### src/rtl/register_bridge_if.sv
// UART byte stream and register-bus signals of the register bridge.
// The master modport is the bridge side. The slave modport is the
// environment side: the UART receiver/transmitter and the register block.
interface register_bridge_if;
  logic [7:0]  ipRxData;
  logic        ipRxValid;
  logic [7:0]  opTxData;
  logic        opTxValid;
  logic        ipTxReady;
  logic [7:0]  opReadAddress;
  logic [7:0]  opWriteAddress;
  logic [31:0] opWrData;
  logic        opWrEnable;
  logic [31:0] ipRdData;

  modport master (
    input  ipRxData, ipRxValid, ipTxReady, ipRdData,
    output opTxData, opTxValid, opReadAddress, opWriteAddress, opWrData, opWrEnable
  );

  modport slave (
    output ipRxData, ipRxValid, ipTxReady, ipRdData,
    input  opTxData, opTxValid, opReadAddress, opWriteAddress, opWrData, opWrEnable
  );
endinterface

### src/rtl/register_bridge.sv
// Serial command bridge. It parses 0x55-framed read and write packets,
// runs single register-bus cycles, and streams the response packet back
// to the UART transmitter.
//
// state      | meaning
// IDLE       | waiting for the 0x55 sync byte
// CMD        | waiting for the command byte (0x00 read, 0x01 write)
// ADDR       | waiting for the address byte
// DATA       | collecting 4 write-data bytes, LSB first
// RD_ISSUE   | presenting the read address
// RD_WAIT    | waiting out the register block read latency
// RD_CAPTURE | latching read data into the response buffer
// WR_STROBE  | write strobe high with address and data
// TX         | sending the response bytes
module register_bridge #(
  parameter int TIMEOUT   = 50_000_000,
  parameter int READ_WAIT = 1
) (
  input  logic              ipClk,
  input  logic              ipReset,
  register_bridge_if.master bus
);

  typedef enum logic [3:0] {
    S_IDLE, S_CMD, S_ADDR, S_DATA, S_RD_ISSUE, S_RD_WAIT,
    S_RD_CAPTURE, S_WR_STROBE, S_TX
  } state_t;

  state_t      r_state, w_next;
  logic [31:0] r_timer;
  logic [31:0] r_wait_cnt;
  logic        r_cmd_wr;
  logic [7:0]  r_addr;
  logic [31:0] r_data;
  logic [1:0]  r_byte_cnt;
  logic [2:0]  r_tx_idx;
  logic [7:0]  r_tx_data;
  logic        r_tx_valid;
  logic [7:0]  r_rd_addr;
  logic [7:0]  r_wr_addr;
  logic [31:0] r_wr_data;
  logic        r_wr_en;

  logic        w_timeout;
  logic        w_accept;
  logic        w_last_byte;
  logic [31:0] w_wr_word;

  // Response byte at a given index. The read data bytes follow the 3-byte header.
  function automatic logic [7:0] f_tx_byte(input logic [2:0] idx, input logic cmd_wr,
                                           input logic [7:0] addr, input logic [31:0] data);
    case (idx)
      3'd0:    return 8'h55;
      3'd1:    return {7'd0, cmd_wr};
      3'd2:    return addr;
      3'd3:    return data[7:0];
      3'd4:    return data[15:8];
      3'd5:    return data[23:16];
      default: return data[31:24];
    endcase
  endfunction

  // A byte that arrives on the timeout cycle wins, so the timeout is masked by ipRxValid.
  assign w_timeout   = (r_timer == 32'(TIMEOUT - 1)) && !bus.ipRxValid;
  assign w_accept    = r_tx_valid && bus.ipTxReady;
  assign w_last_byte = (r_tx_idx == (r_cmd_wr ? 3'd2 : 3'd6));
  assign w_wr_word   = {bus.ipRxData, r_data[31:8]};

  // State register.
  always_ff @(posedge ipClk or posedge ipReset) begin
    if (ipReset) r_state <= S_IDLE;
    else         r_state <= w_next;
  end

  // Next-state decode for packet parsing, bus sequencing and response transmission.
  always_comb begin
    w_next = r_state;
    case (r_state)
      S_IDLE:       if (bus.ipRxValid && bus.ipRxData == 8'h55) w_next = S_CMD;
      S_CMD: begin
        if (bus.ipRxValid)
          w_next = (bus.ipRxData == 8'h00 || bus.ipRxData == 8'h01) ? S_ADDR : S_IDLE;
        else if (w_timeout)
          w_next = S_IDLE;
      end
      S_ADDR: begin
        if (bus.ipRxValid) w_next = r_cmd_wr ? S_DATA : S_RD_ISSUE;
        else if (w_timeout) w_next = S_IDLE;
      end
      S_DATA: begin
        if (bus.ipRxValid && r_byte_cnt == 2'd3) w_next = S_WR_STROBE;
        else if (w_timeout) w_next = S_IDLE;
      end
      S_RD_ISSUE:   w_next = (READ_WAIT == 0) ? S_RD_CAPTURE : S_RD_WAIT;
      S_RD_WAIT:    if (r_wait_cnt == 32'(READ_WAIT - 1)) w_next = S_RD_CAPTURE;
      S_RD_CAPTURE: w_next = S_TX;
      S_WR_STROBE:  w_next = S_TX;
      S_TX:         if (w_accept && w_last_byte) w_next = S_IDLE;
      default:      w_next = S_IDLE;
    endcase
  end

  // Inter-byte timer: counts only while a packet is partly received.
  always_ff @(posedge ipClk or posedge ipReset) begin
    if (ipReset)
      r_timer <= '0;
    else if (bus.ipRxValid || !(r_state == S_CMD || r_state == S_ADDR || r_state == S_DATA))
      r_timer <= '0;
    else
      r_timer <= r_timer + 32'd1;
  end

  // Packet fields, bus outputs and the response stream.
  always_ff @(posedge ipClk or posedge ipReset) begin
    if (ipReset) begin
      r_cmd_wr   <= 1'b0;
      r_addr     <= '0;
      r_data     <= '0;
      r_byte_cnt <= '0;
      r_wait_cnt <= '0;
      r_tx_idx   <= '0;
      r_tx_data  <= '0;
      r_tx_valid <= 1'b0;
      r_rd_addr  <= '0;
      r_wr_addr  <= '0;
      r_wr_data  <= '0;
      r_wr_en    <= 1'b0;
    end else begin
      r_wr_en <= 1'b0;
      case (r_state)
        S_IDLE: r_tx_idx <= '0;
        S_CMD:  if (bus.ipRxValid) r_cmd_wr <= bus.ipRxData[0];
        S_ADDR: if (bus.ipRxValid) begin
          r_addr     <= bus.ipRxData;
          r_byte_cnt <= '0;
        end
        S_DATA: if (bus.ipRxValid) begin
          r_data     <= w_wr_word;
          r_byte_cnt <= r_byte_cnt + 2'd1;
          if (r_byte_cnt == 2'd3) begin
            r_wr_en   <= 1'b1;
            r_wr_addr <= r_addr;
            r_wr_data <= w_wr_word;
          end
        end
        S_RD_ISSUE: begin
          r_rd_addr  <= r_addr;
          r_wait_cnt <= '0;
        end
        S_RD_WAIT:    r_wait_cnt <= r_wait_cnt + 32'd1;
        S_RD_CAPTURE: r_data <= bus.ipRdData;
        S_TX: begin
          if (!r_tx_valid) begin
            r_tx_valid <= 1'b1;
            r_tx_data  <= f_tx_byte(r_tx_idx, r_cmd_wr, r_addr, r_data);
          end else if (w_accept) begin
            if (w_last_byte) begin
              r_tx_valid <= 1'b0;
              r_tx_idx   <= '0;
            end else begin
              r_tx_idx  <= r_tx_idx + 3'd1;
              r_tx_data <= f_tx_byte(r_tx_idx + 3'd1, r_cmd_wr, r_addr, r_data);
            end
          end
        end
        default: ;
      endcase
    end
  end

  assign bus.opTxData       = r_tx_data;
  assign bus.opTxValid      = r_tx_valid;
  assign bus.opReadAddress  = r_rd_addr;
  assign bus.opWriteAddress = r_wr_addr;
  assign bus.opWrData       = r_wr_data;
  assign bus.opWrEnable     = r_wr_en;

endmodule
### src/flat_wrapper.sv
// flat-port wrapper written by rule: the top's interface ports become plain ports
module register_bridge_flat 
#(
  parameter int TIMEOUT   = 50_000_000,
  parameter int READ_WAIT = 1
)
  (ipClk, ipReset, bus_ipRxData, bus_ipRxValid, bus_ipTxReady, bus_ipRdData, bus_opTxData, bus_opTxValid, bus_opReadAddress, bus_opWriteAddress, bus_opWrData, bus_opWrEnable);
  register_bridge_if bus_i ();
  input  logic ipClk;
  input  logic ipReset;
  input wire logic [$bits(bus_i.ipRxData)-1:0] bus_ipRxData;
  input wire logic [$bits(bus_i.ipRxValid)-1:0] bus_ipRxValid;
  input wire logic [$bits(bus_i.ipTxReady)-1:0] bus_ipTxReady;
  input wire logic [$bits(bus_i.ipRdData)-1:0] bus_ipRdData;
  output wire logic [$bits(bus_i.opTxData)-1:0] bus_opTxData;
  output wire logic [$bits(bus_i.opTxValid)-1:0] bus_opTxValid;
  output wire logic [$bits(bus_i.opReadAddress)-1:0] bus_opReadAddress;
  output wire logic [$bits(bus_i.opWriteAddress)-1:0] bus_opWriteAddress;
  output wire logic [$bits(bus_i.opWrData)-1:0] bus_opWrData;
  output wire logic [$bits(bus_i.opWrEnable)-1:0] bus_opWrEnable;
  assign bus_i.ipRxData = bus_ipRxData;
  assign bus_i.ipRxValid = bus_ipRxValid;
  assign bus_i.ipTxReady = bus_ipTxReady;
  assign bus_i.ipRdData = bus_ipRdData;
  assign bus_opTxData = bus_i.opTxData;
  assign bus_opTxValid = bus_i.opTxValid;
  assign bus_opReadAddress = bus_i.opReadAddress;
  assign bus_opWriteAddress = bus_i.opWriteAddress;
  assign bus_opWrData = bus_i.opWrData;
  assign bus_opWrEnable = bus_i.opWrEnable;
  register_bridge #(.TIMEOUT(TIMEOUT), .READ_WAIT(READ_WAIT)) u_core (.ipClk(ipClk), .ipReset(ipReset), .bus(bus_i));
endmodule
### config.mk
export PLATFORM = sky130hd
export DESIGN_NAME = register_bridge_flat
export DESIGN_NICKNAME = d
export VERILOG_FILES = /design/src/rtl/register_bridge_if.sv /design/src/rtl/register_bridge.sv /design/src/flat_wrapper.sv
export SDC_FILE = /design/constraint.sdc
export NUM_CORES = 1
export LEC_CHECK = 0
export ABC_AREA = 1
export CELL_PAD_IN_SITES_DETAIL_PLACEMENT = 1
export CELL_PAD_IN_SITES_GLOBAL_PLACEMENT = 1
export CORE_ASPECT_RATIO = 1.4
export CORE_MARGIN = 4
export CORE_UTILIZATION = 40
export DETAILED_ROUTE_END_ITERATION = 10
export GPL_TIMING_DRIVEN = 1
export PLACE_DENSITY_LB_ADDON = 0.15
export RECOVER_POWER = 50
export SLEW_MARGIN = 20
export SYNTH_ARGS = -nofsm -noshare
export SYNTH_HDL_FRONTEND = slang
export SYNTH_SLANG_ARGS = --single-unit
### constraint.sdc
create_clock -name ipClk -period 14.22 [get_ports ipClk]
set_input_delay 2.133 -clock ipClk [delete_from_list [all_inputs] [get_ports ipClk]]
set_output_delay 2.133 -clock ipClk [all_outputs]
set_load 0.03 [all_outputs]
== After elaboration in Yosys (flattened, before gate mapping) ==
Cells that the tools add are included.

* Flip-flop bits (word level): 172
* Input port bits: 44
* Output and inout bits: 58
* Logic and storage cells: 112

* $add $sub $neg: 4
* Eq/ne operators: 32
* Muxes and demuxes: 33
* Reduce and logical (&&, ||, !) cells: 29

{| class="wikitable"
|+ Operators with widths
! cell !! number
|-
| one-hot mux 32 bit (2 select lines) || 2
|-
| one-hot mux 8 bit (6 select lines) || 2
|-
| adder 32 x 1 -> 32 bit (second input constant) || 2
|-
| 2-to-1 mux 32 bit || 2
|-
| equality test 32 x 26 -> 1 bit (second input constant) || 1
|-
| zero test 32 bit || 1
|-
| one-hot mux 4 bit (8 select lines) || 1
|-
| 2-to-1 mux 4 bit || 7
|-
| 2-to-1 mux 8 bit || 3
|-
| equality test 4 x 3 -> 1 bit (second input constant) || 4
|-
| 2-to-1 mux 3 bit || 5
|-
| AND reduction 3 bit || 5
|-
| equality test 3 x 2 -> 1 bit (second input constant) || 4
|-
| equality test 3 bit (second input constant) || 4
|-
| inequality test 2 x 1 -> 1 bit (second input constant) || 5
|-
| equality test 4 x 2 -> 1 bit (second input constant) || 2
|-
| equality test 8 x 1 -> 1 bit (second input constant) || 1
|-
| equality test 8 x 7 -> 1 bit (second input constant) || 1
|-
| zero test 8 bit || 1
|-
| inequality test 2 bit (second input constant) || 4
|-
| nonzero test 2 bit || 4
|-
| equality test 3 x 1 -> 1 bit (second input constant) || 2
|-
| zero test 3 bit || 2
|-
| 2-to-1 mux 1 bit || 6
|-
| 15 further kinds || 27
|}

== Logic depth before layout (Yosys ltp) ==
Gate-level depths: netlist (run 1).

* Depth in word-level cells: 6
* Mapped depth: 11
* Mapped depth without buffers: 11

== Worst setup path after synthesis (run 1) ==
Ideal clock, no wire load.

* Path kind: input-to-reg
* From: in bus_ipRxValid
* To: reg u_core.r_state[0]
* Arrival: 2.889 ns
* Data required time: 14.096 ns
* Setup slack: 11.207 ns
* Stages on the path: 10
* Buffers on the path: 0
* Cells stage by stage: inv_2 > nand2_1 > nor2_1 > nand2_1 > nor2_1 > nand3_1 > a21oi_1 > nand2_1 > nand2_1 > nand2_1

* Longest elaborated chain between the ends: 5
* Elaborated cells between the ends (all ways): 11

{| class="wikitable"
|+ Ends and longest elaborated chain
! element !! line !! source
|-
| from (decl) || flat_wrapper.sv:12 || <nowiki>input wire logic [$bits(bus_i.ipRxValid)-1:0] bus_ipRxValid;</nowiki>
|-
| zero test 1 bit || register_bridge.sv:64 || <nowiki>assign w_timeout = (r_timer == 32'(TIMEOUT - 1)) && !bus.ipRxValid;</nowiki>
|-
| logical AND 1 bit || register_bridge.sv:64 ||
|-
| 2-to-1 mux 4 bit || n/a ||
|-
| 2-to-1 mux 4 bit (on tied branches) || register_bridge.sv:91, register_bridge.sv:81, register_bridge.sv:87 ||
|-
| one-hot mux 4 bit (8 select lines) || register_bridge.sv:78 || <nowiki>case (r_state)</nowiki>
|-
| to (signal assigned) || register_bridge.sv:72 || <nowiki>else r_state <= w_next;</nowiki>
|-
| to (decl) || register_bridge.sv:29 || <nowiki>state_t r_state, w_next;</nowiki>
|}

Several ways; a longest one is shown, not always the timed one.
A chain may end at the register's enable or synchronous reset.

== Worst setup path after layout (run 1) ==
* From: in bus_ipRxValid
* To: reg u_core.r_data[26]

* Longest elaborated chain between the ends: 2

{| class="wikitable"
|+ Ends and longest elaborated chain
! element !! line !! source
|-
| inequality test 2 bit (no line) || n/a ||
|-
| AND reduction 2 bit (no line) || n/a ||
|-
| to (signal assigned) || register_bridge.sv:138 || <nowiki>r_data <= w_wr_word;</nowiki>
|-
| to (signal assigned) || register_bridge.sv:151 || <nowiki>S_RD_CAPTURE: r_data <= bus.ipRdData;</nowiki>
|-
| to (decl) || register_bridge.sv:34 || <nowiki>logic [31:0] r_data;</nowiki>
|}

Every way passes these cells.

==> key figures, run 1 <==
Yosys
  – Post-synthesis net count: 1261
  – Area contributors post-synth: dfrtp_1, nand2_1, o21ai_0
  – Register area share after synthesis: 46.34%
  – Largest family of logic cells by synthesized area: simple AND/OR/NAND/NOR gates
  – Post-synth cell types: 46
  – Post-synthesis adder-cell area fraction: under 10%
  – Simple-gate area share of the yosys netlist: a little over a quarter
  – Cell with the most instances after synthesis: nand2_1
  – Synth Area per Inst: a little under 8 sq um
  – Synth Area in XOR/XNOR: between 1.5 and 2%
  – Yosys warning count: 0
  – Post-synthesis mux area share: 0%
  – Synthesized cell area: between 9000 and 10000 sq um
  – Post-synth top cells: nand2_1, dfrtp_1, inv_1
  – Synthesized netlist cell count: about 1200
  – Flops & latches, synth: 172
  – Largest area contributor in the netlist: dfrtp_1
  – Complex-gate fraction of the synthesized area: 16.00%
  – EDFF count, synth: 0
  – Async set-reset flop share out of synthesis: 100.0%
  – Main synth FF type: dfrtp_1
  – Top-area cell type share of the netlist area: a little under half

Setup path
  – R2R depth: 6
  – Req. time, crit path: 14.49 ns
  – Crit path launch type: input pin
  – Crit path DAT: 6.66 ns
  – Worst Setup End Kind: register
  – Worst-path fanout max: 28
  – Critical path type: in2reg

Global routing
  – Total grt overflow: 0
  – Initial antenna violation count: 0
  – Tot GR Track Use: 25.58%
  – Pin count of the biggest net entering global routing: 94
  – Global-route wire length before repair: 51.08 mm
  – Vias in the first global route: 9501

Detailed routing
  – Vias: 8745
  – Via/cell ratio: around 5.4
  – Avg WL per Cell: 19.72 microns
  – ANT nets after route: 0
  – # DRC: 0
  – Iteration-0 DRC Markers: between 400 and 500
  – Final WL: 31.75 mm
  – First-pass detailed-route iteration total: 5

Clock tree
  – CTS resizes: 0
  – Sink Count: 172
  – Postcts setup bufs: 0
  – Num CTS Buffers: 17
  – H-tree depth: 4
  – Reg clk slew, reported paths: 0.07 ns
  – Root buf cell: clkbuf_16
  – Worst skew pair latency: 0.44 ns
  – Hold buffers post-CTS: 0
  – TritonCTS clock tree: built
  – Clock Path Buffers: 2

Pwr
  – Peak supply drop: 0.00008669 V
  – Sequential share of power: 44.0%
  – Sw Share: ~30%
  – Cell Int Power: 846.5 uW
  – Clock share of power: roughly 41%
  – Combinational power share: 14.9%
  – NetSw: 355.0 uW
  – Leak: 0.004734 uW
  – Pwr Density: 108.9 nW/um^2

Floorplanning
  – Die X: 136.8 microns
  – # IOs: between 100 and 150
  – Starting density of the core: between 40% and 50%
  – Die Area: 25760 sq um
  – Row count: 65
  – Core area: between 20000 and 25000 sq um
  – Die Ht: 188.3 microns

Place
  – Routability cong.: 0.9227
  – Port buffer count: 101
  – Post-DP HPWL: roughly 24 mm

Worst hold path
  – Type of the worst min-delay path: reg2reg
  – Hold path depth: 2

Layout
  – Layout cells sized above 1: 4.507%
  – Area grow syn2layout: 18.82%
  – Ant. Diodes: 0
  – Post-Route Utilization: 48.64%
  – Total Nets Final: 1351

STA
  – Crit path time final: 6.394 ns
  – Fin crit share: 44.97%
  – Total negative setup slack: 0 ns
  – Clk_skew: approximately 0.011 ns
  – RSZ-0062 raised after global routing: false
  – Max Freq: 156.4 MHz
  – Final Hold Viols: 0
  – Worst slew pin tran: between 4 and 5 ns
  – Final setup vio count: 0
  – Hold slack final: 0.4829 ns
  – Relative slew slack: -186.6%
  – Final Max Tran Viols: about 120

Run
  – Max cap viols: 2

Outcome
  – Outcome: complete, but fails checks
  – Failing checks: capacitance limit, slew limit
cells in the final DEF (no fill, tap or decap), types with 3 or more instances in the layout:
| cell | Yosys | final |
|---|---|---|
| a21oi_1 | 40 | 40 |
| a22oi_1 | 25 | 25 |
| a31oi_1 | 6 | 6 |
| bufinv_16 | 0 | 3 |
| clkbuf_16 | 0 | 17 |
| clkdlybuf4s50_1 | 0 | 92 |
| clkinv_4 | 0 | 3 |
| dfrtp_1 | 172 | 172 |
| dlygate4sd3_1 | 0 | 9 |
| ha_1 | 11 | 11 |
| inv_1 | 150 | 151 |
| inv_2 | 5 | 3 |
| inv_6 | 0 | 5 |
| nand2_1 | 269 | 271 |
| nand3_1 | 57 | 57 |
| nand3_2 | 4 | 4 |
| nand3b_1 | 3 | 3 |
| nand4_1 | 18 | 18 |
| nor2_1 | 141 | 144 |
| nor2_2 | 6 | 6 |
| nor3_1 | 34 | 36 |
| o21ai_0 | 114 | 115 |
| o21ai_1 | 44 | 43 |
| o22ai_1 | 20 | 20 |
| o311ai_0 | 0 | 4 |
| xnor2_1 | 5 | 5 |
| xor2_1 | 15 | 15 |
per-stage QoR:
step	setup WS, ns	area (sq um)	std cells	power (uW)
CTS	10.04	11130	1610	1216
detailed placement	9.787	10520	1578	721.7
global route	7.321	11040	1610	1253
global placement	9.820	10520	1578	718.4
finish	7.826	11040	1610	1202
floorplan	7.427	9289	1206	641.7
cell type report:
type                       instances  area [sq um]
tap                              301         376.6
sequential                       172          4304
clock inverter                    15         185.2
multi-input combinational        846          4131
clock buffer                      17         425.4
fill                            2791         11650
inverter                         156         588.1
timing repair buffer             103          1026
state kept, by name, summed over array words and instances, names as in the netlist:
| name | count |
|---|---|
| u_core.r_state | 4 |
| u_core.bus.opTxData | 8 |
| u_core.r_byte_cnt | 2 |
| u_core.r_cmd_wr | 1 |
| u_core.bus.opWriteAddress | 8 |
| u_core.r_data | 32 |
| u_core.r_timer | 32 |
| u_core.r_addr | 8 |
| u_core.bus.opTxValid | 1 |
| u_core.r_wait_cnt | 32 |
| u_core.bus.opReadAddress | 8 |
| u_core.bus.opWrEnable | 1 |
| u_core.r_tx_idx | 3 |
| u_core.bus.opWrData | 32 |
per-layer routing:
layer | routed length (microns) | track usage, %
met5 | 0 | 0
met4 | 1746 | 13.98
met3 | 1111 | 4.006
met2 | 16980 | 46.66
met1 | 11910 | 27.79
power groups by stage:
stage          sequential [uW]  clock [uW]  combinational, uW
3_3_place_gp               538           0                180
3_5_place_dp               538           0                184
2_1_floorplan              548           0               93.9
6_report                   529         494                179
4_1_cts                    529         502                185
5_1_grt                    531         524                199
critical path, stage by stage:
cell	delay (ns)
dlygate4sd3_1	0.61
inv_1	0.16
nor2_1	1.48
clkinvlp_2	1.09
nand2_1	0.94
o21ai_0	0.23
final timing paths:
path	start	endpoint	slack, ns
worst min register to register	u_core.bus.opTxData[6]	u_core.bus.opTxData[6]	0.48
worst min-delay path	u_core.bus.opTxData[6]	u_core.bus.opTxData[6]	0.48
max in group asynchronous	ipReset	u_core.r_data[31]	8.77
worst max register to register	u_core.r_state[2]	u_core.r_data[26]	9.61
min in group asynchronous	ipReset	u_core.r_timer[31]	3.45
worst max-delay path	bus_ipRxValid	u_core.r_data[26]	7.83
kinds of logic (layout without fill, tap and decap cells):
kind of cell,count (synthesis),count (layout)
compound gates,262,262
xor+xnor,20,20
fa+ha+maj,11,11
buf+inv,188,291
flops,172,172
simple gates,553,553
(Power assumes the default switching activity.)
==> run 2: changes to the inputs <==
==> constraint.sdc (replaced) <==
create_clock -name ipClk -period 6.35 [get_ports ipClk]
set_input_delay 0.9525 -clock ipClk [delete_from_list [all_inputs] [get_ports ipClk]]
set_output_delay 0.9525 -clock ipClk [all_outputs]
set_load 0.03 [all_outputs]
==> run 2 against run 1 <==
- the run still ends with capacitance limit, slew limit left
- routed wire length is 0.31% lower
- non-clock buffer count is 1 higher
- cell count is 0.12% higher
- critical path depth stayed put
- hold slack better by 0.0038 ns
- register-to-register slack worse by 7.1 ns
- global-route usage is 0.33 points lower
- die area stayed put
- worst setup slack worse by 5.9 ns
- clock power is 100% higher
==> key figures, run 2 (synthesis gave the netlist of run 1 again) <==
Clock tree
  – Reg clk slew, reported paths: 0.06 ns
  – Postcts setup bufs: 0
  – Worst skew pair latency: about 0.45 ns
  – H-tree depth: 4
  – Hold buffers post-CTS: 0
  – TritonCTS clock tree: built
  – Num CTS Buffers: 17
  – CTS resizes: 0
  – Sink Count: about 170
  – Clock Path Buffers: 2
  – Root buf cell: clkbuf_16

Setup path
  – Req. time, crit path: about 6.7 ns
  – Worst-path fanout max: 82
  – Crit path DAT: 4.69 ns
  – Crit path launch type: input pin
  – Critical path type: in2reg
  – Worst Setup End Kind: register

Floorplanning
  – Starting density of the core: 40.94%
  – Die X: 136.8 microns
  – Die Area: 25760 sq um
  – Die Ht: approximately 190 microns
  – # IOs: slightly above 100
  – Row count: 65
  – Core area: 22690 sq um

Global routing
  – Total grt overflow: 0
  – Global-route wire length before repair: 50.31 mm
  – Tot GR Track Use: between 20% and 30%
  – Initial antenna violation count: 1
  – Vias in the first global route: 9242
  – Pin count of the biggest net entering global routing: 83

STA
  – Clk_skew: 0.01474 ns
  – Relative slew slack: -110.3%
  – Worst slew pin tran: 3.137 ns
  – Total negative setup slack: 0 ns
  – Fin crit share: 69.24%
  – Final Max Tran Viols: 100
  – Final Hold Viols: 0
  – Max Freq: roughly 230 MHz
  – RSZ-0062 raised after global routing: false
  – Final setup vio count: 0
  – Crit path time final: between 4 and 5 ns

Place
  – Routability cong.: 0.9236
  – Cells after DPL: 1579
  – Post-DP HPWL: 24.15 mm
  – Port buffer count: 101

Detailed routing
  – Vias: between 8000 and 9000
  – ANT nets after route: 0
  – Iteration-0 DRC Markers: 484
  – Avg WL per Cell: 19.64 microns
  – Via/cell ratio: 5.410
  – First-pass detailed-route iteration total: 5
  – Final WL: 31.66 mm
  – # DRC: 0

Pwr
  – Leak: ~0.0047 uW
  – Peak supply drop: between 0.0002 and 0.00025 V
  – Pwr Density: between 200 and 250 nW/um^2

Layout
  – Commonest non-fill, non-tap cell in the layout: nand2_1
  – Register area: 4304 sq um
  – Total Nets Final: approximately 1400
  – Finished Layout Cells: 1612
  – Area grow syn2layout: 18.02%
  – # fillers: 2797
  – Layout cells sized above 1: under 10%
  – Commonest non-fill, non-tap cells in the layout: nand2_1, dfrtp_1, inv_1
  – Multi-input logic area: 4109 sq um

Outcome
  – Outcome: complete, but fails checks
  – Failing checks: capacitance limit, slew limit

Worst hold path
  – Type of the worst min-delay path: reg2reg

Run
  – Max cap viols: 2
[run 2: cell count changes in the layout (fill, tap and decap cells not counted), moves of 2 or more]
cell / before / now
buf_4: 0 / 2
bufinv_16: 3 / 1
clkdlybuf4s50_1: 92 / 99
clkinv_4: 3 / 1
clkinvlp_4: 2 / 8
dlygate4sd3_1: 9 / 2
inv_6: 5 / 1
[run 2: final cells by class]
type                            instances  share of cell area, %
Multi-Input combinational cell        846                  37.48
Clock buffer                           18                  3.915
Inverter                              156                  5.375
Clock inverter                         14                  1.118
Tap cell                              301                  3.435
Sequential cell                       172                  39.26
Timing Repair Buffer                  104                  9.393
Antenna cell                            1                0.02283
[run 2: worst max-delay path, stage by stage]
cell	delay (ns)
dlygate4sd3_1	0.61
inv_1	0.16
nor2_1	1.53
nand2_4	0.98
nand2_1	0.27
o21ai_1	0.09
[run 2: report_power, final]
group          internal [uW]  switching [uW]
Combinational            130             266
Clock                    538             468
Sequential              1140            45.2
Total                   1810             780
[run 2: final timing paths]
kind	to	from	cells after the start	slack [ns]
worst max-delay path	u_core.bus.opWriteAddress[7]	bus_ipRxValid	6	1.95
worst min-delay path	u_core.bus.opTxData[6]	u_core.bus.opTxData[6]	2	0.49
worst max register to register	u_core.bus.opWriteAddress[7]	u_core.r_state[2]	6	2.48
worst min register to register	u_core.bus.opTxData[6]	u_core.bus.opTxData[6]	2	0.49
max in group asynchronous	u_core.r_timer[28]	ipReset	3	2.71
min in group asynchronous	u_core.bus.opWrData[30]	ipReset	2	1.87
[run 2: metal layers]
metal | GRT usage [%] | wire [microns] | vias to the layer above
li1 | - | - | 4132
met1 | 27.63 | 12120 | 4336
met2 | 46.34 | 16940 | 181
met3 | 4.113 | 986 | 72
met4 | 12.56 | 1616 | 0
met5 | 0 | 0 | -
[run 2: per-stage QoR]
stage	utilization [%]	hold slack, ns	setup slack (ns)	instance area, sq um	power (uW)
2_1_floorplan	-	0.4580	0.7374	9289	1437
3_3_place_gp	46.39	0.4706	3.281	10530	1610
3_5_place_dp	46.39	0.4693	3.172	10530	1618
4_1_cts	48.82	0.4865	3.339	11080	2623
5_1_grt	48.32	0.5198	1.730	10960	2702
6_report	48.32	0.4866	1.953	10960	2588
